$ cat src/rtl/axi_burst_sched.sv
// Round-robin burst scheduler: grants one requester at a time, latches its
// burst command and sequences per-beat addresses (FIXED / INCR / WRAP).
// Ports:
//   clk, rstn                   clock, async active-low reset
//   req_valid/req_ready         per-requester command handshake (req_ready is combinational)
//   req_addr/burst/size/len/prot/write  packed per-requester command fields
//   grant                       one-hot owner of the current burst
//   addr/burst/size/prot/write  current beat address and latched attributes
//   beat_valid/beat_ready       beat handshake with the slave
//   beat_last                   current beat is the final beat
//   busy                        a burst is in progress
module axi_burst_sched #(
  parameter int unsigned NUM_REQ    = 2,
  parameter int unsigned ADDR_WIDTH = 32,
  parameter int unsigned DATA_WIDTH = 32
) (
  input  logic                          clk,
  input  logic                          rstn,
  input  logic [NUM_REQ-1:0]            req_valid,
  output logic [NUM_REQ-1:0]            req_ready,
  input  logic [NUM_REQ*ADDR_WIDTH-1:0] req_addr,
  input  logic [NUM_REQ*3-1:0]          req_burst,
  input  logic [NUM_REQ*3-1:0]          req_size,
  input  logic [NUM_REQ*8-1:0]          req_len,
  input  logic [NUM_REQ*4-1:0]          req_prot,
  input  logic [NUM_REQ-1:0]            req_write,
  output logic [NUM_REQ-1:0]            grant,
  output logic [ADDR_WIDTH-1:0]         addr,
  output logic [2:0]                    burst,
  output logic [2:0]                    size,
  output logic [3:0]                    prot,
  output logic                          write,
  output logic                          beat_valid,
  input  logic                          beat_ready,
  output logic                          beat_last,
  output logic                          busy
);

  localparam int unsigned IDX_W    = (NUM_REQ > 1) ? $clog2(NUM_REQ) : 1;
  localparam int unsigned MAX_SIZE = $clog2(DATA_WIDTH / 8);

  typedef enum logic {IDLE = 1'b0, BURST = 1'b1} state_t;

  state_t            state_q, state_d;
  logic [IDX_W-1:0]  rr_ptr;
  logic [IDX_W-1:0]  win_q;
  logic [7:0]        len_q;
  logic [7:0]        cnt_q;
  logic              fixed_q;
  logic              wrap_q;
  logic [2:0]        wrap_sh_q;

  logic [IDX_W-1:0]  win_idx;
  logic              win_found;
  logic              hs;
  logic              done;

  // Requester index base+off taken modulo NUM_REQ.
  function automatic logic [IDX_W-1:0] wrap_idx(input logic [IDX_W-1:0] base,
                                                input int unsigned      off);
    int unsigned t;
    t = 32'(base) + off;
    if (t >= NUM_REQ) t = t - NUM_REQ;
    return IDX_W'(t);
  endfunction

  // First valid requester starting at rr_ptr.
  always_comb begin
    win_idx   = '0;
    win_found = 1'b0;
    for (int unsigned k = 0; k < NUM_REQ; k++) begin
      if (!win_found && req_valid[wrap_idx(rr_ptr, k)]) begin
        win_found = 1'b1;
        win_idx   = wrap_idx(rr_ptr, k);
      end
    end
  end

  assign beat_valid = (state_q == BURST);
  assign busy       = (state_q == BURST);
  assign beat_last  = (state_q == BURST) && (cnt_q == len_q);

  // Next-state and handshake decode.
  always_comb begin
    state_d   = state_q;
    req_ready = '0;
    hs        = 1'b0;
    done      = 1'b0;
    case (state_q)
      IDLE: begin
        if (win_found) begin
          req_ready = NUM_REQ'(1) << win_idx;
          hs        = 1'b1;
          state_d   = BURST;
        end
      end
      BURST: begin
        if (beat_ready && beat_last) begin
          done    = 1'b1;
          state_d = IDLE;
        end
      end
      default: state_d = IDLE;
    endcase
    // Keep the accept strobe quiet while reset is asserted.
    if (!rstn) req_ready = '0;
  end

  // State register.
  always_ff @(posedge clk or negedge rstn) begin
    if (!rstn) state_q <= IDLE;
    else       state_q <= state_d;
  end

  // Winner's command fields, size clamped and WRAP length decoded.
  logic [ADDR_WIDTH-1:0] sel_addr;
  logic [2:0]            sel_burst;
  logic [2:0]            sel_size_raw;
  logic [2:0]            sel_size;
  logic [7:0]            sel_len;
  logic                  sel_wrap_ok;
  logic [2:0]            sel_wrap_sh;

  always_comb begin
    sel_addr     = req_addr[win_idx*ADDR_WIDTH +: ADDR_WIDTH];
    sel_burst    = req_burst[win_idx*3 +: 3];
    sel_size_raw = req_size[win_idx*3 +: 3];
    sel_len      = req_len[win_idx*8 +: 8];
    sel_size     = (sel_size_raw > 3'(MAX_SIZE)) ? 3'(MAX_SIZE) : sel_size_raw;
    sel_wrap_ok  = 1'b1;
    sel_wrap_sh  = 3'd0;
    case (sel_len)
      8'd1:    sel_wrap_sh = 3'd1;
      8'd3:    sel_wrap_sh = 3'd2;
      8'd7:    sel_wrap_sh = 3'd3;
      8'd15:   sel_wrap_sh = 3'd4;
      default: sel_wrap_ok = 1'b0;
    endcase
  end

  // Next beat address; WRAP with an illegal length falls back to INCR.
  logic [ADDR_WIDTH-1:0] beat_bytes;
  logic [ADDR_WIDTH-1:0] wrap_bytes;
  logic [ADDR_WIDTH-1:0] addr_incr;
  logic [ADDR_WIDTH-1:0] addr_wrap;
  logic [ADDR_WIDTH-1:0] addr_next;

  always_comb begin
    beat_bytes = ADDR_WIDTH'(1) << size;
    wrap_bytes = beat_bytes << wrap_sh_q;
    addr_incr  = (addr & ~(beat_bytes - ADDR_WIDTH'(1))) + beat_bytes;
    addr_wrap  = (addr & ~(wrap_bytes - ADDR_WIDTH'(1))) |
                 ((addr + beat_bytes) & (wrap_bytes - ADDR_WIDTH'(1)));
    if (fixed_q)     addr_next = addr;
    else if (wrap_q) addr_next = addr_wrap;
    else             addr_next = addr_incr;
  end

  // Command latch, beat sequencing and round-robin pointer.
  always_ff @(posedge clk or negedge rstn) begin
    if (!rstn) begin
      rr_ptr    <= '0;
      win_q     <= '0;
      grant     <= '0;
      addr      <= '0;
      burst     <= '0;
      size      <= '0;
      prot      <= '0;
      write     <= 1'b0;
      len_q     <= '0;
      cnt_q     <= '0;
      fixed_q   <= 1'b0;
      wrap_q    <= 1'b0;
      wrap_sh_q <= '0;
    end else if (hs) begin
      win_q     <= win_idx;
      grant     <= NUM_REQ'(1) << win_idx;
      addr      <= sel_addr;
      burst     <= sel_burst;
      size      <= sel_size;
      prot      <= req_prot[win_idx*4 +: 4];
      write     <= req_write[win_idx];
      len_q     <= sel_len;
      cnt_q     <= '0;
      fixed_q   <= (sel_burst == 3'd0);
      wrap_q    <= (sel_burst == 3'd2) && sel_wrap_ok;
      wrap_sh_q <= sel_wrap_sh;
    end else if (state_q == BURST && beat_ready) begin
      cnt_q <= cnt_q + 8'd1;
      addr  <= addr_next;
      if (done) begin
        grant  <= '0;
        rr_ptr <= (win_q == IDX_W'(NUM_REQ - 1)) ? '0 : win_q + IDX_W'(1);
      end
    end
  end

endmodule

$ cat config.mk
export PLATFORM = sky130hd
export DESIGN_NAME = axi_burst_sched
export DESIGN_NICKNAME = d
export VERILOG_FILES = /design/src/rtl/axi_burst_sched.sv
export SDC_FILE = /design/constraint.sdc
export NUM_CORES = 1
export LEC_CHECK = 0
export BUFFER_PORTS_ARGS = -buffer_cell sky130_fd_sc_hd__buf_2
export CORE_MARGIN = 3
export CORE_UTILIZATION = 25
export DETAILED_ROUTE_END_ITERATION = 10
export SYNTH_ARGS = -nofsm -noshare
export SYNTH_HDL_FRONTEND = slang
export SYNTH_SLANG_ARGS = --single-unit
$ cat constraint.sdc
create_clock -name clk -period 8.2 [get_ports clk]
set_clock_uncertainty 0.15 [all_clocks]
set_input_delay 0.82 -clock clk [delete_from_list [all_inputs] [get_ports clk]]
set_output_delay 0.82 -clock clk [all_outputs]
set_load 0.05 [all_outputs]
; ---- Yosys cells after proc, flatten, opt, wreduce, memory -nomap -nowiden
; Index checks and enable logic that the tools add are counted.
[classes]
add_sub_neg = 9
multipliers = 1
div = 0
order_cmp = 6
eq_ne = 7
shifts = 8
muxes = 34
n_bitwise = 8
reduce_logical = 13
[ops]
columns = cell, count
row1 = two-way mux 32 bit, 4
row2 = AND 32 bit, 3
row3 = adder 32 bit, 2
row4 = NOT 32 bit, 2
row5 = indexed part select 64 x 7 -> 32 bit, 1
row6 = subtractor 32 x 1 -> 32 bit (second input constant), 2
row7 = OR 32 bit, 1
row8 = << shifter 1 x 3 -> 32 bit (first input constant), 1
row9 = << shifter 32 x 3 -> 32 bit, 1
row10 = two-way mux 1 bit, 19
row11 = two-way mux 8 bit, 2
row12 = indexed part select 16 x 5 -> 8 bit, 1
row13 = two-way mux 2 bit, 6
row14 = case mux 3 bit (4 select lines), 1
row15 = indexed part select 6 x 4 -> 3 bit, 2
row16 = adder 8 x 1 -> 8 bit (second input constant), 1
row17 = == test 8 x 1 -> 1 bit (second input constant), 1
row18 = == test 8 x 2 -> 1 bit (second input constant), 1
row19 = == test 8 x 3 -> 1 bit (second input constant), 1
row20 = == test 8 x 4 -> 1 bit (second input constant), 1
row21 = == test 8 bit, 1
row22 = indexed part select 8 x 4 -> 4 bit, 1
row23 = less-than comparator 1 x 2 -> 1 bit (second input constant), 3
row24 = logical AND 1 bit, 5
row25 = other kinds (19), 23
[totals]
register_bits = 69
latch_bits = 0
ram_bits = 0
rom_bits = 0
output_inout_bits = 50
elab_cells = 100
memories = 0

; ---- Logic depth before layout (Yosys ltp)
[depth]
depth_word = 13
ltp_mapped = 16

; ---- Worst setup path before layout
; OpenSTA, ideal clock, no wires.
[synth_timing]
path_type = register to register
from = register size[0]
to = register (tool-made name)
setup_ps = 131
t_arrival_ps = 3936
required_ps = 7919
path_slack_ps = 3982
path_stages_with_launch = 14
synth_period_minus_slack_ps = 4218
cell_sequence = dfrtp_1 buf_4 clkbuf_1 clkbuf_1 nand2_1 ha_1 and3_1 o21ba_1 o41a_1 o211ai_2 nand4_1 or4_1 and4b_1 or3_1
[synth_lines]
columns = element, line
row1 = from (decl), 30  ; output logic [2:0] size,
row2 = from (signal assigned), 180  ; size <= sel_size;

==> results_dict.tcl <==
set metrics [dict create \
    fin_crit_ns 4.59 \
    synthTopCellsByArea "dfrtp_1, nand2_1, nor2_1, o21ai_0, xnor2_1" \
    clk_pin_slew_worst_paths_ns 0.06 \
    routabilityCongestion 0.891 \
    die_h_um 162 \
    ant_nets 0 \
    reg2reg_slack_ns 3.61 \
    yosysMostFrequentCell "nand2_1" \
    cp_common_cell "nand2_1" \
    status "complete, no violations" \
    row_count 56 \
    tightest_slew_ns 1.01 \
    routed_wl_um 22600 \
    arrival_ns 4.67 \
    async_flop_share_pct 100 \
    yosys_warnings 0 \
    setup_tns_ns 0 \
    p_seq_share_pct 25.9 \
    critPathKind "reg2reg" \
    drv_cap 0 \
    syn_to_final_growth_pct 22.5 \
    dr_total_vias 6686 \
    place_ws_ns 3.63 \
    max_freq_mhz 218 \
    avgSynthCellArea_sq_um 7.37 \
    grt_max_degree 72 \
    cts_tree "done" \
    placed_area_sq_um 7190 \
    fin_area_sq_um 7500 \
    drive_above_1_share_pct 20.3 \
    yosysSeqAreaShare_pct 28.2 \
    core_sq_um 23800 \
    clk_latency_ns 0.35 \
    grt_use_total_pct 16.9 \
    setup_violations 0 \
    power_density_nw_per_um2 362 \
    yosysUniqueCellTypes 73 \
    slowest_stage "dfrtp_1" \
    dieArea_sq_um 26400 \
    leakagePower_nw 3.24 \
    p_sw_mw 1.45 \
    worstPathMaxFanout 29 \
    synth_top_area_share_pct 28.2 \
    fin_nets 1078 \
    hold_violations 0 \
    first_pass_iters 5 \
    endpoint_kind "register" \
    grt_use_met2_pct 26.8 \
    clkPwrFrac_pct 15.3 \
    worstHoldStart "win_q" \
    synth_cells 830 \
    overflow 0 \
    finalCritPeriodShare_pct 55.9 \
    yosysTopAreaCell "dfrtp_1" \
    cts.sinks 69 \
    synth_nets 954 \
    grt_pass1_vias 6291 \
    slew-limit-headroom_pct 32.2 \
    dp_hpwl_um 16900 \
    htreeDepth 3 \
    layout_setup_ws_ns 3.61 \
    wl_per_cell_um 17.7 \
    rsz0062_at_grt "no" \
    synth_ff_type "dfrtp_1" \
    ios 157 \
    start_kind "register" \
    synth_edf_count 0 \
    use_met1_pct 23.1 \
    swShare_pct 53.4 \
    gr-max-usage-layer "met2" \
    antenna_cells 0 \
    io_buffers 156 \
    drt_iter0_drc 555 \
    worstPathRequired_ns 8.28 \
    numCtsBuffers 9 \
    startpoint "size[2]" \
    post_cts_resize_count 0 \
    start_util_pct 25.8 \
    clk_path_buf_depth 2 \
    hold_path_class "reg2reg" \
    grtUsageMet3_pct 3.71 \
    drc 0 \
    p_int_mw 1.27 \
    avgViaCountPerCell 5.23 \
    fin_util_pct 31.6 \
    path_cells "nor2_1 > nand2_1 > ha_1 > nand2_1 > or3b_2 > o41a_1 > o211ai_2 > nand4_1 > or4_1 > and4b_1 > or3_1" \
    antenna_found_initial 1 \
    vdd_drop_max_mv 0.152 \
    slew_violations 0 \
    synthTopCellsByCount "nand2_1, nor2_1, dfrtp_1" \
    fp.dieW_um 162 \
    worstReg2RegStart "size[2]" \
    grt_pass1_wl_um 35200 \
    comb_power_share_pct 58.8 \
    reg2regPathDepth 11 \
    root_buffer "clkbuf_16" \
    synth_area_sq_um 6120 \
    synth-seq-cells 69 \
    critPathMaxStageDelay_ns 0.84 \
    hold_buffers 0 \
    post_cts_buffers 0 \
]
cell usage in the layout, fill, tap and decap left out, drive strengths merged, types with 16 or more instances in the layout:
cell | Yosys | layout
buf | 8 | 163
nand2 | 142 | 142
nor2 | 83 | 83
dfrtp | 69 | 69
o21ai | 57 | 57
a21oi | 53 | 53
xnor2 | 32 | 32
nand3 | 30 | 30
a31oi | 26 | 26
xor2 | 24 | 24
nor3 | 22 | 22
inv | 17 | 17
ha | 16 | 16
cell families (layout without fill, tap and decap cells):
family | count (synthesis) | count (layout) | share of synthesized area [%]
AO/OA/AOI/OAI | 244 | 244 | 26.1
XOR/XNOR | 56 | 56 | 8.01
adder cells (fa/ha/maj) | 17 | 17 | 3.60
buffers and inverters | 68 | 197 | 4.33
flip-flops | 69 | 69 | 28.2
multiplexers | 14 | 14 | 2.35
AND/OR/NAND/NOR | 362 | 362 | 27.4
per-stage QoR:
| stage | hold WS, ns | total power, mW | std cells |
|---|---|---|---|
| floorplan | 0.288 | 1.85 | 830 |
| global placement | 0.311 | 2.29 | 1262 |
| detailed placement | 0.318 | 2.29 | 1262 |
| CTS | 0.327 | 2.73 | 1278 |
| global route | 0.369 | 2.91 | 1278 |
| finish | 0.320 | 2.72 | 1278 |
critical path, delay by kind of cell, from the launching register on:
kind / cells / cell delay [ns]
AOI/OAI and AO/OA: 2 / 0.36
adders and majority gates: 1 / 0.47
DFF: 1 / 0.84
and+or+nand+nor: 8 / 2.65
per-layer routing:
| layer | vias up | wire length (um) |
|---|---|---|
| li1 | 3267 | - |
| met1 | 3136 | 10300 |
| met2 | 251 | 10400 |
| met3 | 30 | 1490 |
| met4 | 2 | 421 |
| met5 | - | 13 |
power groups by stage:
stage | clock network (mW) | registers [mW] | logic (mW)
finish | 0.416 | 0.704 | 1.60
global route | 0.442 | 0.730 | 1.74
CTS | 0.428 | 0.698 | 1.60
detailed placement | 0 | 0.702 | 1.59
global placement | 0 | 0.701 | 1.59
floorplan | 0 | 0.929 | 0.923
final cells by class:
cell class,count,area [sq um]
fillers,2571,16300
multi-input cells,693,4160
flip-flops and latches,69,1730
repair buffers,163,836
well taps,319,399
clock buffers,11,253
inverters,18,67.6
clock inverters,5,58.8
worst min-delay path by stage:
stage          endpoint  cells after the start  slack, ns
3_5_place_dp     rr_ptr                      1       0.32
5_1_grt          rr_ptr                      1       0.37
6_report         rr_ptr                      1       0.32
4_1_cts          rr_ptr                      1       0.33
2_1_floorplan    rr_ptr                      1       0.29
3_3_place_gp     rr_ptr                      1       0.31
No activity file was read; power rests on OpenSTA's default activity.
